### src/rtl/mem_port_arbiter.sv
// mem_port_arbiter
//   Shares one memory port between instruction fetch (I) and data access (D).
//   One transaction in flight at a time. D has priority, but after MAX_D_STREAK
//   consecutive D grants with a fetch waiting, the fetch gets the next grant.
//   A fetch flushed while in flight still completes on the memory side; its
//   response is dropped.
// Ports
//   clk, rst                 clock, synchronous active-high reset
//   if_req/if_addr/flush_F   fetch request, address, fetch kill
//   if_rvalid/if_rdata       fetch response pulse and data
//   if_stall                 if_req & ~if_rvalid
//   dm_req/dm_we/dm_be/      data request, store flag, byte enables,
//   dm_addr/dm_wdata         address and store data
//   dm_rvalid/dm_rdata       data response pulse and load data
//   dm_stall                 dm_req & ~dm_rvalid
//   mem_req_valid/ready      request handshake to memory
//   mem_addr/we/be/wdata     registered request fields
//   mem_rsp_valid/mem_rdata  memory response
module mem_port_arbiter #(
    parameter int unsigned ADDR_W       = 32,
    parameter int unsigned DATA_W       = 32,
    parameter int unsigned MAX_D_STREAK = 4
) (
    input  logic                clk,
    input  logic                rst,
    input  logic                if_req,
    input  logic [ADDR_W-1:0]   if_addr,
    input  logic                flush_F,
    output logic                if_rvalid,
    output logic [DATA_W-1:0]   if_rdata,
    output logic                if_stall,
    input  logic                dm_req,
    input  logic                dm_we,
    input  logic [DATA_W/8-1:0] dm_be,
    input  logic [ADDR_W-1:0]   dm_addr,
    input  logic [DATA_W-1:0]   dm_wdata,
    output logic                dm_rvalid,
    output logic [DATA_W-1:0]   dm_rdata,
    output logic                dm_stall,
    output logic                mem_req_valid,
    input  logic                mem_req_ready,
    output logic [ADDR_W-1:0]   mem_addr,
    output logic                mem_we,
    output logic [DATA_W/8-1:0] mem_be,
    output logic [DATA_W-1:0]   mem_wdata,
    input  logic                mem_rsp_valid,
    input  logic [DATA_W-1:0]   mem_rdata
);

    localparam int unsigned STREAK_W = $clog2(MAX_D_STREAK + 1);
    localparam logic [STREAK_W-1:0] STREAK_MAX = STREAK_W'(MAX_D_STREAK);

    typedef enum logic [1:0] {StIdle, StReq, StWait} state_e;
    typedef enum logic {OwnI, OwnD} owner_e;

    state_e              state_q;
    owner_e              owner_q;
    logic [STREAK_W-1:0] streak_q;
    logic                kill_q;

    logic grant_d;
    logic grant_i;
    logic fetch_flush;

    always_comb begin
        // No grant in the IDLE cycle that carries a response pulse: the
        // requester is still presenting the request that just completed.
        grant_d = (state_q == StIdle) && !(if_rvalid || dm_rvalid) && dm_req &&
                  (!if_req || (streak_q < STREAK_MAX));
        grant_i = (state_q == StIdle) && !(if_rvalid || dm_rvalid) && !grant_d &&
                  if_req && !flush_F;
        fetch_flush = flush_F && (owner_q == OwnI);
    end

    assign if_stall = if_req & ~if_rvalid;
    assign dm_stall = dm_req & ~dm_rvalid;

    always_ff @(posedge clk) begin
        if (rst) begin
            state_q       <= StIdle;
            owner_q       <= OwnI;
            streak_q      <= '0;
            kill_q        <= 1'b0;
            mem_req_valid <= 1'b0;
            mem_addr      <= '0;
            mem_we        <= 1'b0;
            mem_be        <= '0;
            mem_wdata     <= '0;
            if_rvalid     <= 1'b0;
            if_rdata      <= '0;
            dm_rvalid     <= 1'b0;
            dm_rdata      <= '0;
        end else begin
            if_rvalid <= 1'b0;
            dm_rvalid <= 1'b0;

            // Counts D grants that overtook a waiting fetch.
            if (!if_req || grant_i) begin
                streak_q <= '0;
            end else if (grant_d && (streak_q < STREAK_MAX)) begin
                streak_q <= streak_q + 1'b1;
            end

            unique case (state_q)
                StIdle: begin
                    if (grant_d) begin
                        owner_q       <= OwnD;
                        mem_addr      <= dm_addr;
                        mem_we        <= dm_we;
                        mem_be        <= dm_we ? dm_be : '0;
                        mem_wdata     <= dm_we ? dm_wdata : '0;
                        mem_req_valid <= 1'b1;
                        state_q       <= StReq;
                    end else if (grant_i) begin
                        owner_q       <= OwnI;
                        mem_addr      <= if_addr;
                        mem_we        <= 1'b0;
                        mem_be        <= '0;
                        mem_wdata     <= '0;
                        mem_req_valid <= 1'b1;
                        state_q       <= StReq;
                    end
                end
                StReq: begin
                    if (fetch_flush) begin
                        kill_q <= 1'b1;
                    end
                    if (mem_req_ready) begin
                        mem_req_valid <= 1'b0;
                        state_q       <= StWait;
                    end
                end
                StWait: begin
                    if (fetch_flush) begin
                        kill_q <= 1'b1;
                    end
                    if (mem_rsp_valid) begin
                        state_q <= StIdle;
                        kill_q  <= 1'b0;
                        if (owner_q == OwnD) begin
                            dm_rdata  <= mem_rdata;
                            dm_rvalid <= 1'b1;
                        end else if (!(kill_q || flush_F)) begin
                            // A flush arriving with the response also drops it.
                            if_rdata  <= mem_rdata;
                            if_rvalid <= 1'b1;
                        end
                    end
                end
                default: begin
                    state_q <= StIdle;
                end
            endcase
        end
    end

endmodule

### config.mk
export PLATFORM = sky130hd
export DESIGN_NAME = mem_port_arbiter
export DESIGN_NICKNAME = d
export VERILOG_FILES = /design/src/rtl/mem_port_arbiter.sv
export SDC_FILE = /design/constraint.sdc
export NUM_CORES = 1
export LEC_CHECK = 0
export BUFFER_PORTS_ARGS = -buffer_cell sky130_fd_sc_hd__buf_2
export CAP_MARGIN = 40
export CORE_ASPECT_RATIO = 2
export CORE_MARGIN = 3
export CORE_UTILIZATION = 41
export CTS_CLUSTER_SIZE = 14
export DETAILED_ROUTE_END_ITERATION = 6
export PLACE_DENSITY = 0.75
export SETUP_SLACK_MARGIN = 0.5
export SLEW_MARGIN = 0
export SYNTH_ARGS = -nofsm -noshare
export SYNTH_HDL_FRONTEND = slang
export SYNTH_SLANG_ARGS = --single-unit
### constraint.sdc
create_clock -name clk -period 1.71 [get_ports clk]
set_input_delay 0.2565 -clock clk [delete_from_list [all_inputs] [get_ports clk]]
set_output_delay 0.2565 -clock clk [all_outputs]
set_load 0.02 [all_outputs]
==> results of run 1 <==
cell usage in the layout (no fill, tap or decap), drive strengths merged, types with 2 or more instances in the layout:
| master | netlist | routed |
|---|---|---|
| nor2b | 4 | 4 |
| a211oi | 30 | 30 |
| nor4 | 2 | 2 |
| a21oi | 132 | 132 |
| dfxtp | 143 | 143 |
| nand2 | 166 | 166 |
| a311oi | 3 | 3 |
| a31oi | 3 | 3 |
| buf | 29 | 331 |
| ha | 5 | 5 |
| clkinvlp | 0 | 3 |
| inv | 5 | 11 |
| nand2b | 6 | 6 |
| clkbuf | 30 | 21 |
| nor2 | 40 | 40 |
| mux2i | 3 | 3 |
| or2 | 2 | 3 |
| o21ai | 2 | 2 |
| clkinv | 0 | 4 |
| nand3 | 74 | 74 |
logic make-up (layout without fill, tap and decap cells):
family	Yosys count	count (layout)
simple gates	297	298
compound gates	174	174
flops	143	143
buf+inv	64	371
fa+ha+maj	5	5
mux	3	3
xor+xnor	1	1
other cells	0	1
through the flow:
step           instances  cell area (sq um)
6_report            1148               8770
3_5_place_dp        1092               7340
3_3_place_gp        1092               7340
5_1_grt             1148               8770
4_1_cts             1138               8400
2_1_floorplan        687               5730
worst max path at each step:
stage / cells after the start / startpoint / to / slack (ps)
final: 10 / state_q[0] / mem_wdata[17] / -150
after global routing: 10 / state_q[0] / mem_wdata[10] / -260
after CTS: 8 / state_q[1] / mem_addr[18] / -110
after detailed placement: 8 / state_q[1] / mem_addr[1] / -110
after global placement: 7 / state_q[1] / mem_we / -70
after floorplan: 8 / state_q[1] / mem_wdata[15] / -4
repair_timing:
item,4_1_cts,5_1_grt
endpoints found under the setup margin,155,214
buffers inserted,6,4
pin swaps,19,21
gates cloned,8,5
resized for setup,54,73
final cells by class:
| cell class | count | area, sq um | share of cell area [%] |
|---|---|---|---|
| multi-input cells | 481 | 2720 | 31.0 |
| repair buffers | 334 | 2380 | 27.2 |
| well taps | 152 | 190 | 2.17 |
| clock inverters | 14 | 148 | 1.68 |
| clock buffers | 18 | 439 | 5.01 |
| flip-flops and latches | 143 | 2880 | 32.8 |
| inverters | 5 | 18.8 | 0.214 |
| diodes | 1 | 2.50 | 0.0285 |
power by group:
group / internal (mW) / total (mW) / switching (mW)
Sequential: 3.73 / 3.95 / 0.217
Clock: 2.09 / 3.65 / 1.56
Combinational: 1.63 / 3.74 / 2.11
layer usage:
layer | wire length (microns) | part of all wire [%] | vias up
li1 | - | - | 2936
met1 | 7040 | 35 | 2782
met2 | 10800 | 54 | 248
met3 | 1010 | 5.1 | 66
met4 | 1010 | 5.1 | 0
met5 | 0 | 0 | -
critical path, stage by stage (launching register included):
cell and delay [ps]:
dfxtp_2 320, inv_2 70, ha_4 130, or3b_4 390, buf_6 130, nor2_4 160, buf_6 150, buf_12 100
buf_16 130, nand3_2 70, a21oi_1 150
sequential cells by signal, summed over array words and instances (netlist names), 2 cells and up:
register,count
mem_wdata,32
streak_q,3
dm_rdata,32
state_q,2
mem_be,4
if_rdata,32
mem_addr,32
==> results.yml, run 1 <==
outcome:
  violations: "negative setup slack"
  outcome: "complete, but fails checks"
sta:
  fin_crit_sh_pct: 109
  hold_viol_final: 0
  tightestPinTransition_ps: 495
  finalClockSkew_ps: 13.5
  layout_min_cycle_time_ps: 1860
  setup_viol: 90
  drv_slew: 0
  fin_setup_tns_ps: -7760
  setup_ws_ps: -154
  relSlewSlack_pct: 67.0
  timing.hold.ws_ps: 81.7
  max_freq_ghz: 0.536
  rsz0062_at_grt: "true"
floorplanning:
  dieArea_sq_um: 15000
  die_x_microns: 88.1
  core_region_area_sq_um: 13100
  core.rowCount: 59
  dieHeight_microns: 170
  start_util_pct: 42.1
  ios: 278
setup_path:
  worst_r2r_path_depth: 10
  crit_type: "register to register"
  critPathMaxFanout: 8
  critPathCaptureType: "register"
  ff2ff_setup_slack_ps: -150
  arrival_ps: 2210
  startpoint_type: "register"
  r2r_end: "mem_wdata[17]"
  cp_data_required_time_ps: 2060
  r2r-start: "state_q[0]"
power_and_ir_drop:
  peakVddDrop_uv: 963
  p_per_area_nw_per_um2: 1290
  fin_total_pwr_mw: 11.3
  power.leakage_nw: 3.80
logic_synthesis:
  synth_area_sq_um: 5530
  yosysWarnings: 0
  netlist_instances: 687
  yosysTopAreaCellShare_pct: 51.7
  synth-simple-area-share_pct: 23.0
  synth.most_common_cell: "nand2_1"
  synth_xor_area_share_pct: 0.158
  synth_top_family_by_area: "simple AND/OR/NAND/NOR gates"
  synth-seq-cells: 143
  synth_commonest_cells: "166 x nand2_1, 143 x dfxtp_1, 132 x a21oi_1"
  synth-edff-count: 0
  synthAdderAreaFrac_pct: 1.13
  synthTopCellsByArea: "dfxtp_1 52%, a21oi_1 12%, nand2_1 11%"
  yosys.cell_types.count: 31
  yosysSeqAreaShare_pct: 51.7
  synth-compound-area-share_pct: 17.9
  synthArstFlopShare_pct: 0
  synthMuxAreaShare_pct: 0.543
  postSynthAreaPerCell_sq_um: 8.05
  synth_top_area_cell: "dfxtp_1"
  synthFlopType: "dfxtp_1"
  syn_nets: 832
detailed_routing:
  routed_wl_microns: 19900
  vias: 6032
  wire_per_inst_microns: 17.3
  routed_via_density: 5.25
  drt_iter0_markers: 252
  drc_errors: 0
  ant_nets: 0
  first_pass_iters: 4
clocking:
  numCtsBuffers: 17
  cts_hold_buf: 0
  cts-root-buf: "clkbuf_16"
  htreeDepth: 4
  cts_sinks: 143
  clkTransAtPathRegs_ps: 70
  clkLatencyLatePin_ps: 410
  max-clock-path-buffers: 2
  cts_tree: "built"
flow_run:
  maxCapViolations: 0
grt:
  grtUsageMet3_pct: 6.10
  grtUsageMet2_pct: 45.1
  grt_overflow_total: 0
  grt_start_max_net_pins: 52
  gr-usage-all-layers_pct: 25.1
  grt_pass1_vias: 5855
  grt_pass1_wl_microns: 29200
  met1_usage_pct: 25.5
  antenna_found_initial: 1
  busiest_layer: "met2"
placement:
  place_ws_ps: -112
  portBuffers: 277
  globalplace.congestion: 0.891
  place_hpwl_microns: 12800
layout:
  nFillCells: 1100
  synthToLayoutAreaGrowth_pct: 58.5
  drive_gt1_share_pct: 45.2
  layout.nets: 1127
  final_core_util_pct: 66.7
min_path:
  hp-start: "mem_rdata[3]"
  hold-path-endpoint: "dm_rdata[3]"
  min_path_type: "input port to register"
  holdPathStages: 3
No activity file was read; power rests on OpenSTA's default activity.
==> inputs of run 2 (changes only) <==
- BUFFER_PORTS_ARGS: -buffer_cell sky130_fd_sc_hd__buf_2 -> not set
- CAP_MARGIN: 40 -> not set
- CORE_UTILIZATION: 41 -> 47
- DONT_BUFFER_PORTS: not set -> 1
- PLACE_DENSITY: 0.75 -> 0.63
==> run 2 against run 1 <==
Effect of this change:
- the run ends with negative hold slack, negative setup slack left
- global-route usage grew 3.2 points
- count of clock-buffer cells in the layout is the same
- routed wire length shrank 1.0%
- via count shrank 13%
- core utilization grew 2.7 points
- die area shrank 12%
- cell count shrank 24%
- cell area shrank 9.6%
- sequential power grew 14%
- critical path type unchanged
- largest power group unchanged
- highest routed layer unchanged
==> results.yml, run 2 (synthesis results as in run 1) <==
setup_path:
  ff2ff_setup_slack_ps: -130
  arrival_ps: 2180
  cp_data_required_time_ps: 2040
  startpoint_type: "register"
  critPathMaxFanout: 6
  cp-startpoint: "state_q[0]"
  path_buf_inv: 7
  critPathSlowestCell: "dfxtp_2"
  r2r-start: "state_q[0]"
  r2r_end: "if_rdata[1]"
  worst_r2r_path_depth: 12
  crit_family: "buffers and inverters"
  slowest_delay_ps: 330
  critPathCaptureType: "register"
  cp_cell_sequence: "inv_2 -> buf_4 -> buf_6 -> ha_4 -> nand2_4 -> buf_6 -> nor4_4 -> buf_4 -> buf_12 -> buf_16 -> nand2_2 -> a21oi_2"
  crit_type: "register to register"
layout:
  final_cell_mix: "139 x dfxtp_1, 110 x nand2_1, 70 x a21oi_1"
  drive_gt1_share_pct: 38.2
  multi_input_area_sq_um: 3110
  layout.nets: 859
  stdcell_count: 868
  nFillCells: 852
  synthToLayoutAreaGrowth_pct: 43.4
  layout_commonest_cell: "dfxtp_1"
  final-seq-area_sq_um: 2870
  final_core_util_pct: 69.4
  antenna_cells: 0
clocking:
  numCtsBuffers: 17
  clkTransAtPathRegs_ps: 60
  cts-root-buf: "clkbuf_16"
  clkLatencyLatePin_ps: 410
  max-clock-path-buffers: 2
  cts_sinks: 143
  htreeDepth: 4
  cts_tree: "built"
grt:
  gr-usage-all-layers_pct: 28.3
  grt_overflow_total: 0
  antenna_found_initial: 0
  grt_pass1_vias: 5445
  grt_pass1_wl_microns: 28300
  grt_start_max_net_pins: 145
power_and_ir_drop:
  switching_power_mw: 3.69
  clkPwrFrac_pct: 34.6
  fin_total_pwr_mw: 11.2
  sequentialPowerShare_pct: 40.0
  internal_power_mw: 7.55
  peakVddDrop_uv: 1110
  pwr-share-comb_pct: 25.4
  power.leakage_nw: 2.73
  switching_share_pct: 32.8
  p_per_area_nw_per_um2: 1420
detailed_routing:
  first_pass_iters: 4
  drc_errors: 0
  routed_wl_microns: 19700
  ant_nets: 0
  wire_per_inst_microns: 22.6
  routed_via_density: 6.04
  vias: 5243
  drt_iter0_markers: 230
min_path:
  holdPathStages: 1
  min_path_type: "input port to register"
  hold-path-endpoint: "mem_addr[15]"
  hp-start: "rst"
sta:
  tightestPinTransition_ps: 345
  fin_setup_tns_ps: -9890
  setup_ws_ps: -134
  setup_viol: 133
  rsz0062_at_grt: "true"
  fin_crit_sh_pct: 108
  drv_slew: 0
  layout_min_cycle_time_ps: 1840
  finalClockSkew_ps: 6.21
  hold_viol_final: 116
  max_freq_ghz: 0.542
  relSlewSlack_pct: 76.9
  timing.hold.ws_ps: -73.4
placement:
  globalplace.congestion: 0.770
  dp.cells: 794
  place_hpwl_microns: 10600
  portBuffers: 0
outcome:
  outcome: "complete, but fails checks"
  violations: "negative hold slack, negative setup slack"
floorplanning:
  dieArea_sq_um: 13200
  die_x_microns: 82.7
  core.rowCount: 55
  start_util_pct: 48.4
  dieHeight_microns: 159
  ios: 278
  core_region_area_sq_um: 11400
flow_run:
  maxCapViolations: 0
[run 2: worst max path at each step]
stage / cells after the start / slack [ps] / endpoint
after floorplan: 8 / -4 / mem_wdata[15]
after global placement: 7 / -110 / mem_addr[24]
after detailed placement: 7 / -130 / mem_addr[24]
after CTS: 8 / -160 / mem_addr[5]
after global routing: 8 / -220 / mem_addr[21]
final: 12 / -130 / if_rdata[1]
[run 2: timing repair]
action	in CTS	in global routing
gates cloned	18	2
endpoints found under the hold margin	138	138
pin swaps	16	39
resized for setup	71	139
setup endpoints to repair	145	145
setup buffers	18	5
[run 2: power groups by stage]
stage / registers, mW / logic (mW) / clock network, mW
after global placement: 4.55 / 1.79 / 0
after CTS: 4.49 / 2.60 / 3.94
after floorplan: 4.44 / 1.54 / 0
final: 4.50 / 2.85 / 3.89
after detailed placement: 4.54 / 1.86 / 0
after global routing: 4.54 / 3.07 / 4.09
[run 2: per-layer routing]
layer	routed length [microns]	part of all wire [%]	global-route usage, %	vias to the layer above
li1	-	-	-	2391
met1	6040	31	25.4	2512
met2	11100	57	54.4	278
met3	1600	8.1	7.53	62
met4	885	4.5	13.7	0
met5	0	0	0	-
[run 2: cell type report]
cell class,count,area share (%)
Clock buffer,18,5.41
Clock inverter,13,2.35
Inverter,5,0.237
Multi-Input combinational cell,481,39.3
Sequential cell,143,36.2
Tap cell,142,2.24
Timing Repair Buffer,66,14.3
[run 2: worst reg2reg max path, stage by stage (launching register included)]
cell	delay, ps
dfxtp_2	330
inv_2	70
buf_4	100
buf_6	90
ha_4	150
nand2_4	60
buf_6	110
nor4_4	200
buf_4	210
buf_12	110
buf_16	120
nand2_2	60
a21oi_2	160
[run 2: metrics by stage]
stage,setup slack (ps),cell area (sq um)
3_5_place_dp,-131,5820
6_report,-134,7930
3_3_place_gp,-111,5820
2_1_floorplan,-4.21,5730
4_1_cts,-157,7360
5_1_grt,-215,7930
==> inputs of run 3 (changes only) <==
- CORE_UTILIZATION: 47 -> 49
- PLACE_DENSITY: 0.63 -> 0.65
- RECOVER_POWER: not set -> 25
==> run 3 against run 2 <==
Effect of this change:
- the flow still finishes with violations (negative hold slack, negative setup slack)
- count of clock-buffer cells in the layout did not move
- largest power group unchanged
- critical path type unchanged
- clock skew rose by 6.9 ps
- flip-flop and latch count did not move
- largest cell class is now flip-flops and latches
==> results.yml, run 3 (synthesis results as in run 1) <==
setup_path:
  arrival_ps: 2170
  crit_type: "register to register"
  cp_data_required_time_ps: 2030
  worst_r2r_path_depth: 9
  startpoint_type: "register"
  r2r-start: "state_q[0]"
  ff2ff_setup_slack_ps: -150
  critPathCaptureType: "register"
  critPathMaxFanout: 8
  r2r_end: "mem_req_valid"
layout:
  layout.nets: 839
  nFillCells: 868
  layout_commonest_cell: "nand2_1"
  final_cell_mix: "160 x nand2_1, 139 x dfxtp_1, 100 x a21oi_1"
  final_core_util_pct: 65.6
  stdcell_count: 847
  final_area_sq_um: 7180
  drive_gt1_share_pct: 23.5
  synthToLayoutAreaGrowth_pct: 29.8
  antenna_cells: 0
floorplanning:
  start_util_pct: 50.5
  die_x_microns: 81.1
  core_region_area_sq_um: 10900
  dieHeight_microns: 156
  ios: 278
  dieArea_sq_um: 12700
  core.rowCount: 54
clocking:
  clkTransAtPathRegs_ps: 70
  clkLatencyLatePin_ps: 410
  cts_sinks: 143
  max-clock-path-buffers: 2
  numCtsBuffers: 17
  htreeDepth: 4
  cts_tree: "built"
  cts-root-buf: "clkbuf_16"
sta:
  setup_viol: 75
  layout_min_cycle_time_ps: 1860
  fin_crit_sh_pct: 109
  max_freq_ghz: 0.539
  relSlewSlack_pct: 76.7
  tightestPinTransition_ps: 348
  drv_slew: 0
  timing.hold.ws_ps: -80.7
  fin_setup_tns_ps: -6890
  setup_ws_ps: -146
  hold_viol_final: 132
  rsz0062_at_grt: "true"
  finalClockSkew_ps: 13.1
grt:
  grt_pass1_wl_microns: 24000
  grt_overflow_total: 0
  grt_start_max_net_pins: 145
  gr-usage-all-layers_pct: 24.3
  grt_pass1_vias: 4786
  antenna_found_initial: 0
detailed_routing:
  vias: 5059
  drt_iter0_markers: 260
  drc_errors: 0
  first_pass_iters: 4
  routed_via_density: 5.97
  routed_wl_microns: 17900
  ant_nets: 0
  wire_per_inst_microns: 21.2
min_path:
  min_path_type: "input port to register"
  hold-path-endpoint: "mem_addr[23]"
  holdPathStages: 1
  hp-start: "rst"
power_and_ir_drop:
  fin_total_pwr_mw: 11.0
  power.leakage_nw: 2.47
  peakVddDrop_uv: 1040
  p_per_area_nw_per_um2: 1540
placement:
  place_hpwl_microns: 10500
  portBuffers: 0
  place_area_sq_um: 5810
  place_ws_ps: -106
  globalplace.congestion: 0.822
  dp.cells: 794
flow_run:
  maxCapViolations: 0
outcome:
  violations: "negative hold slack, negative setup slack"
  outcome: "complete, but fails checks"
## run 3: layout make-up
cell class                      count  area, sq um  area share [%]
Clock inverter                     14          205            2.86
Sequential cell                   143         2870            39.9
Inverter                            5         18.8           0.261
Clock buffer                       18          429            5.98
Tap cell                          140          175            2.44
Multi-Input combinational cell    480         2720            37.9
Timing Repair Buffer               47          764            10.6
## run 3: worst max-delay path by stage
stage | startpoint | end | slack (ps) | cells after the start
6_report | state_q[0] | mem_req_valid | -150 | 9
5_1_grt | state_q[0] | mem_req_valid | -210 | 9
4_1_cts | state_q[1] | mem_addr[12] | -120 | 8
3_5_place_dp | state_q[1] | mem_addr[12] | -110 | 8
3_3_place_gp | state_q[1] | mem_addr[0] | -50 | 7
2_1_floorplan | state_q[1] | mem_wdata[15] | -4 | 8
## run 3: critical path: stages, from the launching register on
cell,delay [ps]
dfxtp_2,320
inv_2,70
ha_4,130
or3b_4,400
buf_6,140
nor2_4,120
buf_12,140
buf_8,140
nor3_2,40
o32ai_1,260
## run 3: metal layers
| layer | part of all wire [%] | up-vias | wire [microns] | track usage [%] |
|---|---|---|---|---|
| met1 | 33 | 2387 | 5890 | 24.7 |
| met4 | 4.3 | 0 | 774 | 10.7 |
| met3 | 8.7 | 51 | 1570 | 8.58 |
| met2 | 54 | 266 | 9690 | 43.5 |
| met5 | 0 | - | 0 | 0 |
| li1 | - | 2355 | - | - |
## run 3: timing repair
action	CTS	global route
setup endpoints to repair	145	146
hold endpoints to repair	138	138
setup buffers	0	6
pin swaps	5	34
cloned	3	12
resized for setup	27	58
## run 3: power breakdown
group | switching [mW] | internal, mW | total [mW]
clock | 1.47 | 2.48 | 3.95
sequential | 0.749 | 3.73 | 4.48
combinational | 1.38 | 1.23 | 2.61
